===== config.mk =====
export PLATFORM = sky130hd
export DESIGN_NAME = wb_merge_flat
export DESIGN_NICKNAME = d
export VERILOG_FILES = /design/src/rtl/wb_merge_if.sv /design/src/rtl/wb_merge.sv /design/src/flat_wrapper.sv
export SDC_FILE = /design/constraint.sdc
export NUM_CORES = 1
export LEC_CHECK = 0
export CORE_UTILIZATION = 46
export DETAILED_ROUTE_END_ITERATION = 8
export PLACE_DENSITY = 0.81
export SYNTH_ARGS = -nofsm -noshare
export SYNTH_HDL_FRONTEND = slang
export SYNTH_SLANG_ARGS = --single-unit

===== constraint.sdc =====
create_clock -name clk -period 4 [get_ports clk]
set_input_delay 0.8 -clock clk [delete_from_list [all_inputs] [get_ports clk]]
set_output_delay 0.8 -clock clk [all_outputs]
set_load 0.03 [all_outputs]

===== src/rtl/wb_merge_if.sv =====
// Writeback-merge bus: ALU/mul result inputs, forwarding lookup, register-file write port.
// Optional trap outputs exc_valid/exc_reg exist only when OVF_TRAP_EN is defined.
interface wb_merge_if #(
  parameter int REG_SIZE = 32,
  parameter int REG_ADDR = 5
);
  logic                alu_regwrite;
  logic [REG_ADDR-1:0] alu_wreg;
  logic [REG_SIZE-1:0] alu_result;
  logic                alu_overflow;
  logic                mul_regwrite;
  logic [REG_ADDR-1:0] mul_wreg;
  logic [REG_SIZE-1:0] mul_result;
  logic                mul_overflow;
  logic [REG_ADDR-1:0] lookup_reg;
  logic                lookup_hit;
  logic [REG_SIZE-1:0] lookup_data;
  logic                rf_we;
  logic [REG_ADDR-1:0] rf_waddr;
  logic [REG_SIZE-1:0] rf_wdata;
  logic                alu_stall;
  logic                err_drop;
`ifdef OVF_TRAP_EN
  logic                exc_valid;
  logic [REG_ADDR-1:0] exc_reg;
`endif

  modport master (
    output alu_regwrite, alu_wreg, alu_result, alu_overflow,
    output mul_regwrite, mul_wreg, mul_result, mul_overflow,
    output lookup_reg,
    input  lookup_hit, lookup_data, rf_we, rf_waddr, rf_wdata, alu_stall, err_drop
`ifdef OVF_TRAP_EN
    , input exc_valid, exc_reg
`endif
  );

  modport slave (
    input  alu_regwrite, alu_wreg, alu_result, alu_overflow,
    input  mul_regwrite, mul_wreg, mul_result, mul_overflow,
    input  lookup_reg,
    output lookup_hit, lookup_data, rf_we, rf_waddr, rf_wdata, alu_stall, err_drop
`ifdef OVF_TRAP_EN
    , output exc_valid, exc_reg
`endif
  );
endinterface


===== src/rtl/wb_merge.sv =====
// Writeback merge: mul results always win the register-file port, ALU results queue in an
// in-order FIFO behind them. Optional overflow trapping is enabled with OVF_TRAP_EN.
module wb_merge #(
  parameter int REG_SIZE  = 32,
  parameter int REG_ADDR  = 5,
  parameter int BUF_DEPTH = 2
) (
  input logic       clk,
  input logic       reset,
  wb_merge_if.slave bus
);
  localparam int PTR_W = (BUF_DEPTH > 1) ? $clog2(BUF_DEPTH) : 1;
  localparam int CNT_W = $clog2(BUF_DEPTH + 1);

  typedef enum logic [1:0] {EMPTY, PARTIAL, FULL} state_e;

  state_e              state_q, state_d;
  logic [REG_ADDR-1:0] buf_wreg_q [BUF_DEPTH];
  logic [REG_SIZE-1:0] buf_data_q [BUF_DEPTH];
  logic [PTR_W-1:0]    rd_ptr_q, rd_ptr_d, wr_ptr_q, wr_ptr_d;
  logic [CNT_W-1:0]    count_q, count_d;
  logic                rf_we_q, rf_we_d;
  logic [REG_ADDR-1:0] rf_waddr_q, rf_waddr_d;
  logic [REG_SIZE-1:0] rf_wdata_q, rf_wdata_d;
  logic                alu_stall_q, alu_stall_d;
  logic                err_drop_q, err_drop_d;
  logic                alu_req, mul_req, push, pop;
  logic                fifo_hit;
  logic [REG_SIZE-1:0] fifo_data;
  int                  idx;

  function automatic logic [PTR_W-1:0] ptr_inc(input logic [PTR_W-1:0] p);
    return (p == PTR_W'(BUF_DEPTH - 1)) ? '0 : p + 1'b1;
  endfunction

`ifdef OVF_TRAP_EN
  logic                mul_trap, alu_trap;
  logic                exc_valid_q, exc_valid_d;
  logic [REG_ADDR-1:0] exc_reg_q, exc_reg_d;

  // An overflowing request is diverted to the trap outputs instead of the write path.
  assign mul_trap = bus.mul_regwrite && (|bus.mul_wreg) && bus.mul_overflow;
  assign alu_trap = bus.alu_regwrite && (|bus.alu_wreg) && bus.alu_overflow;
  assign mul_req  = bus.mul_regwrite && (|bus.mul_wreg) && !bus.mul_overflow;
  assign alu_req  = bus.alu_regwrite && (|bus.alu_wreg) && !bus.alu_overflow;
  assign bus.exc_valid = exc_valid_q;
  assign bus.exc_reg   = exc_reg_q;
`else
  logic unused_ovf;
  assign unused_ovf = bus.mul_overflow ^ bus.alu_overflow;
  assign mul_req    = bus.mul_regwrite && (|bus.mul_wreg);
  assign alu_req    = bus.alu_regwrite && (|bus.alu_wreg);
`endif

  always_comb begin
    push       = 1'b0;
    pop        = 1'b0;
    rf_we_d    = 1'b0;
    rf_waddr_d = rf_waddr_q;
    rf_wdata_d = rf_wdata_q;
    err_drop_d = err_drop_q;
    if (mul_req) begin
      rf_we_d    = 1'b1;
      rf_waddr_d = bus.mul_wreg;
      rf_wdata_d = bus.mul_result;
      if (alu_req) begin
        if (state_q != FULL) push = 1'b1;
        else                 err_drop_d = 1'b1;
      end
    end else if (state_q != EMPTY) begin
      // Head drains first; a full FIFO can still accept the ALU result as the head leaves.
      pop        = 1'b1;
      push       = alu_req;
      rf_we_d    = 1'b1;
      rf_waddr_d = buf_wreg_q[rd_ptr_q];
      rf_wdata_d = buf_data_q[rd_ptr_q];
    end else if (alu_req) begin
      rf_we_d    = 1'b1;
      rf_waddr_d = bus.alu_wreg;
      rf_wdata_d = bus.alu_result;
    end
`ifdef OVF_TRAP_EN
    exc_valid_d = mul_trap || alu_trap;
    exc_reg_d   = mul_trap ? bus.mul_wreg : (alu_trap ? bus.alu_wreg : '0);
    if (mul_trap && alu_trap) err_drop_d = 1'b1;
`endif
    count_d = count_q;
    if (push && !pop)      count_d = count_q + 1'b1;
    else if (pop && !push) count_d = count_q - 1'b1;
    rd_ptr_d    = pop  ? ptr_inc(rd_ptr_q) : rd_ptr_q;
    wr_ptr_d    = push ? ptr_inc(wr_ptr_q) : wr_ptr_q;
    alu_stall_d = (count_d >= CNT_W'(BUF_DEPTH - 1));
    if (count_d == '0)                        state_d = EMPTY;
    else if (count_d == CNT_W'(BUF_DEPTH))    state_d = FULL;
    else                                      state_d = PARTIAL;
  end

  // Forwarding: mul input, youngest FIFO entry, ALU input, then the registered write.
  always_comb begin
    fifo_hit  = 1'b0;
    fifo_data = '0;
    idx       = 0;
    for (int i = 0; i < BUF_DEPTH; i++) begin
      idx = int'(rd_ptr_q) + i;
      if (idx >= BUF_DEPTH) idx = idx - BUF_DEPTH;
      if (i < int'(count_q) && buf_wreg_q[idx[PTR_W-1:0]] == bus.lookup_reg) begin
        fifo_hit  = 1'b1;
        fifo_data = buf_data_q[idx[PTR_W-1:0]];
      end
    end
    bus.lookup_hit  = 1'b0;
    bus.lookup_data = '0;
    if (bus.lookup_reg != '0) begin
      if (mul_req && bus.mul_wreg == bus.lookup_reg) begin
        bus.lookup_hit  = 1'b1;
        bus.lookup_data = bus.mul_result;
      end else if (fifo_hit) begin
        bus.lookup_hit  = 1'b1;
        bus.lookup_data = fifo_data;
      end else if (alu_req && bus.alu_wreg == bus.lookup_reg) begin
        bus.lookup_hit  = 1'b1;
        bus.lookup_data = bus.alu_result;
      end else if (rf_we_q && rf_waddr_q == bus.lookup_reg) begin
        bus.lookup_hit  = 1'b1;
        bus.lookup_data = rf_wdata_q;
      end
    end
  end

  always_ff @(posedge clk) begin
    if (reset) begin
      state_q     <= EMPTY;
      rd_ptr_q    <= '0;
      wr_ptr_q    <= '0;
      count_q     <= '0;
      rf_we_q     <= 1'b0;
      rf_waddr_q  <= '0;
      rf_wdata_q  <= '0;
      alu_stall_q <= 1'b0;
      err_drop_q  <= 1'b0;
`ifdef OVF_TRAP_EN
      exc_valid_q <= 1'b0;
      exc_reg_q   <= '0;
`endif
    end else begin
      state_q     <= state_d;
      rd_ptr_q    <= rd_ptr_d;
      wr_ptr_q    <= wr_ptr_d;
      count_q     <= count_d;
      rf_we_q     <= rf_we_d;
      rf_waddr_q  <= rf_waddr_d;
      rf_wdata_q  <= rf_wdata_d;
      alu_stall_q <= alu_stall_d;
      err_drop_q  <= err_drop_d;
`ifdef OVF_TRAP_EN
      exc_valid_q <= exc_valid_d;
      exc_reg_q   <= exc_reg_d;
`endif
    end
  end

  // FIFO payload needs no reset; occupancy is governed by count_q.
  always_ff @(posedge clk) begin
    if (push) begin
      buf_wreg_q[wr_ptr_q] <= bus.alu_wreg;
      buf_data_q[wr_ptr_q] <= bus.alu_result;
    end
  end

  assign bus.rf_we     = rf_we_q;
  assign bus.rf_waddr  = rf_waddr_q;
  assign bus.rf_wdata  = rf_wdata_q;
  assign bus.alu_stall = alu_stall_q;
  assign bus.err_drop  = err_drop_q;
endmodule


===== src/flat_wrapper.sv =====
// flat-port wrapper written by rule: the top's interface ports become plain ports
module wb_merge_flat 
#(
  parameter int REG_SIZE  = 32,
  parameter int REG_ADDR  = 5,
  parameter int BUF_DEPTH = 2
)
  (clk, reset, bus_alu_regwrite, bus_alu_wreg, bus_alu_result, bus_alu_overflow, bus_mul_regwrite, bus_mul_wreg, bus_mul_result, bus_mul_overflow, bus_lookup_reg, bus_lookup_hit, bus_lookup_data, bus_rf_we, bus_rf_waddr, bus_rf_wdata, bus_alu_stall, bus_err_drop);
  wb_merge_if #(.REG_SIZE(REG_SIZE), .REG_ADDR(REG_ADDR)) bus_i ();
  input logic clk;
  input logic reset;
  input wire logic [$bits(bus_i.alu_regwrite)-1:0] bus_alu_regwrite;
  input wire logic [$bits(bus_i.alu_wreg)-1:0] bus_alu_wreg;
  input wire logic [$bits(bus_i.alu_result)-1:0] bus_alu_result;
  input wire logic [$bits(bus_i.alu_overflow)-1:0] bus_alu_overflow;
  input wire logic [$bits(bus_i.mul_regwrite)-1:0] bus_mul_regwrite;
  input wire logic [$bits(bus_i.mul_wreg)-1:0] bus_mul_wreg;
  input wire logic [$bits(bus_i.mul_result)-1:0] bus_mul_result;
  input wire logic [$bits(bus_i.mul_overflow)-1:0] bus_mul_overflow;
  input wire logic [$bits(bus_i.lookup_reg)-1:0] bus_lookup_reg;
  output wire logic [$bits(bus_i.lookup_hit)-1:0] bus_lookup_hit;
  output wire logic [$bits(bus_i.lookup_data)-1:0] bus_lookup_data;
  output wire logic [$bits(bus_i.rf_we)-1:0] bus_rf_we;
  output wire logic [$bits(bus_i.rf_waddr)-1:0] bus_rf_waddr;
  output wire logic [$bits(bus_i.rf_wdata)-1:0] bus_rf_wdata;
  output wire logic [$bits(bus_i.alu_stall)-1:0] bus_alu_stall;
  output wire logic [$bits(bus_i.err_drop)-1:0] bus_err_drop;
  assign bus_i.alu_regwrite = bus_alu_regwrite;
  assign bus_i.alu_wreg = bus_alu_wreg;
  assign bus_i.alu_result = bus_alu_result;
  assign bus_i.alu_overflow = bus_alu_overflow;
  assign bus_i.mul_regwrite = bus_mul_regwrite;
  assign bus_i.mul_wreg = bus_mul_wreg;
  assign bus_i.mul_result = bus_mul_result;
  assign bus_i.mul_overflow = bus_mul_overflow;
  assign bus_i.lookup_reg = bus_lookup_reg;
  assign bus_lookup_hit = bus_i.lookup_hit;
  assign bus_lookup_data = bus_i.lookup_data;
  assign bus_rf_we = bus_i.rf_we;
  assign bus_rf_waddr = bus_i.rf_waddr;
  assign bus_rf_wdata = bus_i.rf_wdata;
  assign bus_alu_stall = bus_i.alu_stall;
  assign bus_err_drop = bus_i.err_drop;
  wb_merge #(.REG_SIZE(REG_SIZE), .REG_ADDR(REG_ADDR), .BUF_DEPTH(BUF_DEPTH)) u_core (.clk(clk), .reset(reset), .bus(bus_i));
endmodule

### Word-level counts from Yosys, hierarchy flattened

Memories as Yosys holds them, arrays and structs flattened. A register that Yosys moved wholly into a read port is not among the register bits.
Cells that the tools add are included.

| word-level totals | value |
|---|---|
| logic and storage cells | 92 |
| bits of input ports | 85 |
| memories kept | 2 |
| output and inout bits | 73 |
| latch bits | 0 |
| bits in read-only memories | 0 |
| register bits | 46 |
| bits in writable memories | 74 |

| cells by class | value |
|---|---|
| divide/modulo/power cells | 0 |
| equality and inequality tests | 7 |
| bitwise logic cells | 1 |
| $add $sub $neg | 7 |
| shift-type cells | 0 |
| muxes and demuxes | 42 |
| order comparisons | 5 |
| reductions and logical operators | 19 |
| $mul | 0 |

Memory list:

| name | depth | bits a word | read ports | clocked after memory_dff | write ports | line | text |
|---|---|---|---|---|---|---|---|
| u_core.buf_data_q | 2 | 32 | 3 | 1 | 1 | wb_merge.sv:19 | `logic [REG_SIZE-1:0] buf_data_q [BUF_DEPTH];` |
| u_core.buf_wreg_q | 2 | 5 | 3 | 1 | 1 | wb_merge.sv:18 | `logic [REG_ADDR-1:0] buf_wreg_q [BUF_DEPTH];` |

Operator list:

| operator | count |
|---|---|
| 32-bit 2-to-1 mux | 10 |
| 1-bit 2-to-1 mux | 26 |
| 5-bit equality test | 5 |
| 5-bit 2-to-1 mux | 3 |
| 5-bit OR reduction | 2 |
| 1-bit logical AND | 9 |
| 2-bit 2-to-1 mux | 3 |
| 5-bit nonzero test | 1 |
| 1-bit by 2-bit less-than comparator with 1-bit output, first input constant | 2 |
| 3-bit AND reduction | 1 |
| 3-bit nonzero test | 1 |
| 1-bit adder, second input constant | 2 |
| 1-bit by 1-bit adder with 2-bit output, second input constant | 1 |
| 2-bit by 1-bit adder with 2-bit output, second input constant | 1 |
| 2-bit equality test, second input constant | 1 |
| 1-bit by 2-bit greater-or-equal comparator with 1-bit output, second input constant | 1 |
| 2-bit by 1-bit greater-or-equal comparator with 1-bit output, second input constant | 1 |
| 2-bit greater-or-equal comparator, second input constant | 1 |
| 1-bit logical NOT | 2 |
| 2-bit logical NOT | 1 |
| 2-bit inequality test, second input constant | 1 |
| 2-bit nonzero test | 1 |
| 2-bit OR reduction | 1 |
| 1-bit subtractor, second input constant | 2 |
| other kinds (2) | 2 |

### Logic depth before layout (Yosys ltp)

| logic depth | value |
|---|---|
| word-level depth | 10 |
| depth in mapped cells | 10 |

### Worst setup path after synthesis

No wires, ideal clock.

| timing | value |
|---|---|
| kind | input -> register |
| start | input bus_mul_wreg[1] |
| end | memory u_core.buf_data_q[0][0], enable pin |
| data required time | 3.564 ns |
| setup slack | -0.248 ns |
| stages | 6 |
| arrival time | 3.812 ns |
| cells stage by stage | or4_1 -> o21a_1 -> clkbuf_1 -> xnor2_1 -> a21oi_1 -> nor2b_1 |

| between the ends | value |
|---|---|
| longest elaborated chain between the ends | 5 |

Ends and longest elaborated chain:

| item | line | text |
|---|---|---|
| start, declared | flat_wrapper.sv:17 | `input wire logic [$bits(bus_i.mul_wreg)-1:0] bus_mul_wreg;` |
| 5-bit OR reduction | wb_merge.sv:51 | `assign mul_req = bus.mul_regwrite && (\|bus.mul_wreg);` |
| 1-bit logical AND | wb_merge.sv:51 |  |
| 1-bit 2-to-1 mux | wb_merge.sv:62 | `if (mul_req) begin` |
| 1-bit 2-to-1 mux | wb_merge.sv:164 | `if (push) begin` |
| 1-bit 2-to-1 mux (implied by the code) | wb_merge.sv:166 | `buf_data_q[wr_ptr_q] <= bus.alu_result;` |
| end, declared | wb_merge.sv:19 |  |

Every way passes these cells.

### Final worst setup path

| timing | value |
|---|---|
| start | input bus_alu_wreg[2] |
| end | output bus_lookup_data[19] |

| between the ends | value |
|---|---|
| longest elaborated chain between the ends | 7 |

Ends and longest elaborated chain:

| item | line | text |
|---|---|---|
| start, declared | flat_wrapper.sv:13 | `input wire logic [$bits(bus_i.alu_wreg)-1:0] bus_alu_wreg;` |
| 5-bit OR reduction | wb_merge.sv:52 | `assign alu_req = bus.alu_regwrite && (\|bus.alu_wreg);` |
| 1-bit logical AND | wb_merge.sv:52 |  |
| 1-bit logical AND (*) | wb_merge.sv:120 | `end else if (alu_req && bus.alu_wreg == bus.lookup_reg) begin` |
| 32-bit 2-to-1 mux (*) | wb_merge.sv:120 |  |
| 32-bit 2-to-1 mux (*) | wb_merge.sv:117 | `end else if (fifo_hit) begin` |
| 32-bit 2-to-1 mux (*) | wb_merge.sv:114 | `if (mul_req && bus.mul_wreg == bus.lookup_reg) begin` |
| 32-bit 2-to-1 mux (*) | wb_merge.sv:113 | `if (bus.lookup_reg != '0) begin` |
| end, declared | flat_wrapper.sv:22 | `output wire logic [$bits(bus_i.lookup_data)-1:0] bus_lookup_data;` |

Mark *: on every way between the ends. The rest lies on a longest branch, timed or not.

==> reports/results.tsv <==
stage	metric	value	unit
logic_synthesis	synth_cells	672	
grt	overflow	0	
layout	final_common_cell	clkdlybuf4s50_1	
die	start_util	47.4	%
logic_synthesis	yosysSeqAreaShare	47.9	%
placement	globalplace.congestion	0.878	
layout	nets	938	
placement	dp_slack	-0.366	ns
clock_network	cts_buffers	17	
hold_path	hp-start	u_core.bus.err_drop	
die	pin_count	158	
clock_network	cts_tree	done	
logic_synthesis	syn_avg_cell_area	9.83	um2
drt	num_vias	6326	
drt	drt-wirelength-per-cell	20.2	um
die	num_rows	43	
worst_setup_path	timing.rr.end	u_core.bus.rf_wdata[31]	
power_and_ir_drop	p_switching	1.34	mW
logic_synthesis	ys_ff_latch	121	
status	status	finished, final reports clean	
power_and_ir_drop	switching_share	31.6	%
hold_path	holdPathEnd	u_core.bus.err_drop	
timing	finalCriticalPeriod	3.95	ns
drt	wirelength	21100	um
worst_setup_path	path_class	input port to output pin	
drt	postRouteAntennaNets	0	
power_and_ir_drop	intPower	2.89	mW
logic_synthesis	syn_area	0.00661	mm2
flow_run	maxCapViolations	0	
worst_setup_path	critPathArrivalTime	3.15	ns
logic_synthesis	synth_fp_nets	759	
drt	drtIter0Drc	682	
timing	period_share	98.6	%
placement	io_buffer_count	155	
clock_network	clk_latency	0.42	ns
hold_path	hold_depth	2	
worst_setup_path	endpoint_kind	output pin	
power_and_ir_drop	p_leak	3.46	nW
power_and_ir_drop	sequentialPowerShare	37.7	%
clock_network	root_buffer	clkbuf_16	
clock_network	htreeDepth	4	
clock_network	clk_pin_slew	0.05	ns
drt	vias_per_cell	6.06	
timing	setup_slack	0.0541	ns
die	core	0.0139	mm2
grt	grt_max_degree	75	
clock_network	clock_sinks	121	
layout	fill_cells	1031	
layout	diodes	0	
timing	tns	0	ns
timing	finalClockSkew	0.0107	ns
power_and_ir_drop	clkPwrFrac	33.9	%
layout	fin_area	0.00934	mm2
placement	post-dp-hpwl	13300	um
die	die-width	122	um
timing	worst_pin_slew	1.06	ns
hold_path	hp-class	flop to flop	
timing	finalSetupViolations	0	
die	die_h	122	um
grt	antenna_found_initial	0	
power_and_ir_drop	p_per_area	453	mW/mm2
timing	slew-limit-headroom	29.0	%
grt	grt_usage	29.1	%
drt	drc_errors	0	
layout	drive_above_1_share	17.6	%
layout	mostFrequentLayoutCells	clkdlybuf4s50_1, nor2_1, a211oi_1, edfxtp_1	
worst_setup_path	r2r_cells	6	
timing	fmaxAchievable	253	MHz
worst_setup_path	cp.required	3.20	ns
worst_setup_path	r2r-start	u_core.state_q[1]	
timing	maxSlewViolCount	0	
logic_synthesis	yosysWarnings	0	
die	die-area	0.0148	mm2
drt	first_pass_iters	5	
worst_setup_path	reg2reg_slack	1.59	ns
layout	syn_to_final_growth	41.3	%
clock_network	clockBufferDepth	2	
logic_synthesis	ys_types	41	
grt	grt_pass1_vias	6349	
power_and_ir_drop	combPwrFrac	28.4	%
timing	final_hold_viol_count	0	
placement	place_area	0.00849	mm2
power_and_ir_drop	irDropWorstVdd	0.000351	V
worst_setup_path	path_max_fanout	28	
grt	grt_pass1_wl	32900	um
worst_setup_path	startpoint_type	input port	
[registers in the layout, indices dropped and copies added, names as in the netlist, named ones only]
| signal | cells |
|---|---|
| u_core.bus.rf_waddr | 5 |
| u_core.buf_wreg_q | 10 |
| u_core.count_q | 2 |
| u_core.rd_ptr_q | 1 |
| u_core.wr_ptr_q | 1 |
| u_core.buf_data_q | 64 |
| u_core.bus.rf_we | 1 |
| u_core.state_q | 2 |
| u_core.bus.alu_stall | 1 |
| u_core.bus.rf_wdata | 32 |
| u_core.bus.err_drop | 1 |
[kinds of logic (layout without fill, tap and decap cells)]
family,Yosys count,count (layout),synth area share [%]
AO/OA/AOI/OAI,218,218,22.4
adder cells (fa/ha/maj),2,2,0.379
multiplexers,46,46,7.03
buffers and inverters,62,253,4.71
XOR/XNOR,29,29,3.84
AND/OR/NAND/NOR,194,195,13.8
flip-flops,121,121,47.9
[layer usage]
layer / up-vias / track usage [%] / wire, um
met5: - / 0 / 0
li1: 2893 / - / -
met4: 0 / 12.5 / 403
met2: 352 / 48.6 / 10400
met3: 43 / 5.38 / 1770
met1: 3038 / 36.9 / 8510
[area by class of cell]
cell class,instances,area (um2),share of cell area (%)
clock inverters,11,106,1.14
well taps,180,225,2.41
clock buffers,21,440,4.72
multi-input cells,490,3240,34.7
flip-flops and latches,121,3170,33.9
inverters,4,15.0,0.161
repair buffers,217,2150,23.0
[power by group through the flow]
stage / clock [mW] / sequential [mW] / combinational [mW]
detailed placement: 0 / 1.62 / 1.16
finish: 1.43 / 1.60 / 1.20
floorplan: 0 / 1.71 / 0.605
global placement: 0 / 1.60 / 1.13
global route: 1.50 / 1.61 / 1.28
CTS: 1.45 / 1.59 / 1.19
[through the flow]
stage / util, % / cells / hold WS, ns / total power, mW
after floorplan: - / 672 / 0.517 / 2.32
after global placement: 60.9 / 996 / 0.486 / 2.74
after detailed placement: 60.9 / 996 / 0.506 / 2.78
after CTS: 66.7 / 1044 / 0.512 / 4.22
after global routing: 67.0 / 1044 / 0.523 / 4.39
final: 67.0 / 1044 / 0.511 / 4.23
[cell usage after synthesis, drive strengths merged]
library cell | n | area (um2)
a211oi | 74 | 556
a21oi | 70 | 362
a221o | 32 | 320
a31oi | 3 | 18.8
and2 | 3 | 18.8
and3 | 29 | 181
buf | 22 | 161
clkbuf | 36 | 135
dfxtp | 47 | 941
edfxtp | 74 | 2220
ha | 2 | 25.0
inv | 4 | 15.0
mux2i | 46 | 464
nand2 | 41 | 154
nand2b | 1 | 6.26
nand3 | 10 | 67.6
nand3b | 1 | 7.51
nand4 | 2 | 12.5
nor2 | 93 | 357
nor2b | 2 | 12.5
nor3 | 3 | 15.0
nor4 | 3 | 37.5
o211ai | 4 | 30.0
o21a | 2 | 15.0
o21ai | 32 | 168
o31a | 1 | 8.76
or2 | 2 | 12.5
or4 | 4 | 30.0
xnor2 | 25 | 219
xor2 | 4 | 35.0
[how the worst max path moves through the flow]
stage | from | endpoint | slack, ns | cells past startpoint
3_3_place_gp | bus_mul_wreg[1] | bus_lookup_data[25] | -0.32 | 8
3_5_place_dp | bus_mul_wreg[2] | bus_lookup_data[25] | -0.37 | 8
4_1_cts | bus_lookup_reg[0] | bus_lookup_data[25] | 0.03 | 11
5_1_grt | bus_lookup_reg[2] | bus_lookup_data[25] | -0.008 | 10
6_report | bus_alu_wreg[2] | bus_lookup_data[19] | 0.05 | 10
2_1_floorplan | bus_mul_wreg[1] | u_core.buf_data_q[0][0] | 0.44 | 6
[timing repair]
| item | CTS | global route |
|---|---|---|
| buffers inserted | 14 | 1 |
| endpoints found under the setup margin | 32 | 32 |
| resized for setup | 35 | 15 |
| hold buffers | 0 | 0 |
| pin swaps | 10 | 8 |
| gates cloned | 2 | 0 |
[worst max-delay path: stages]
cell and delay [ns]:
clkdlybuf4s50_1 0.49, or4_4 0.14, o21ai_2 0.06, or4_4 0.56, buf_12 0.18, and3_1 0.18
a21oi_1 0.15, o21ai_1 0.09, a221o_1 0.30, buf_4 0.18
No activity file was read; power rests on OpenSTA's default activity.
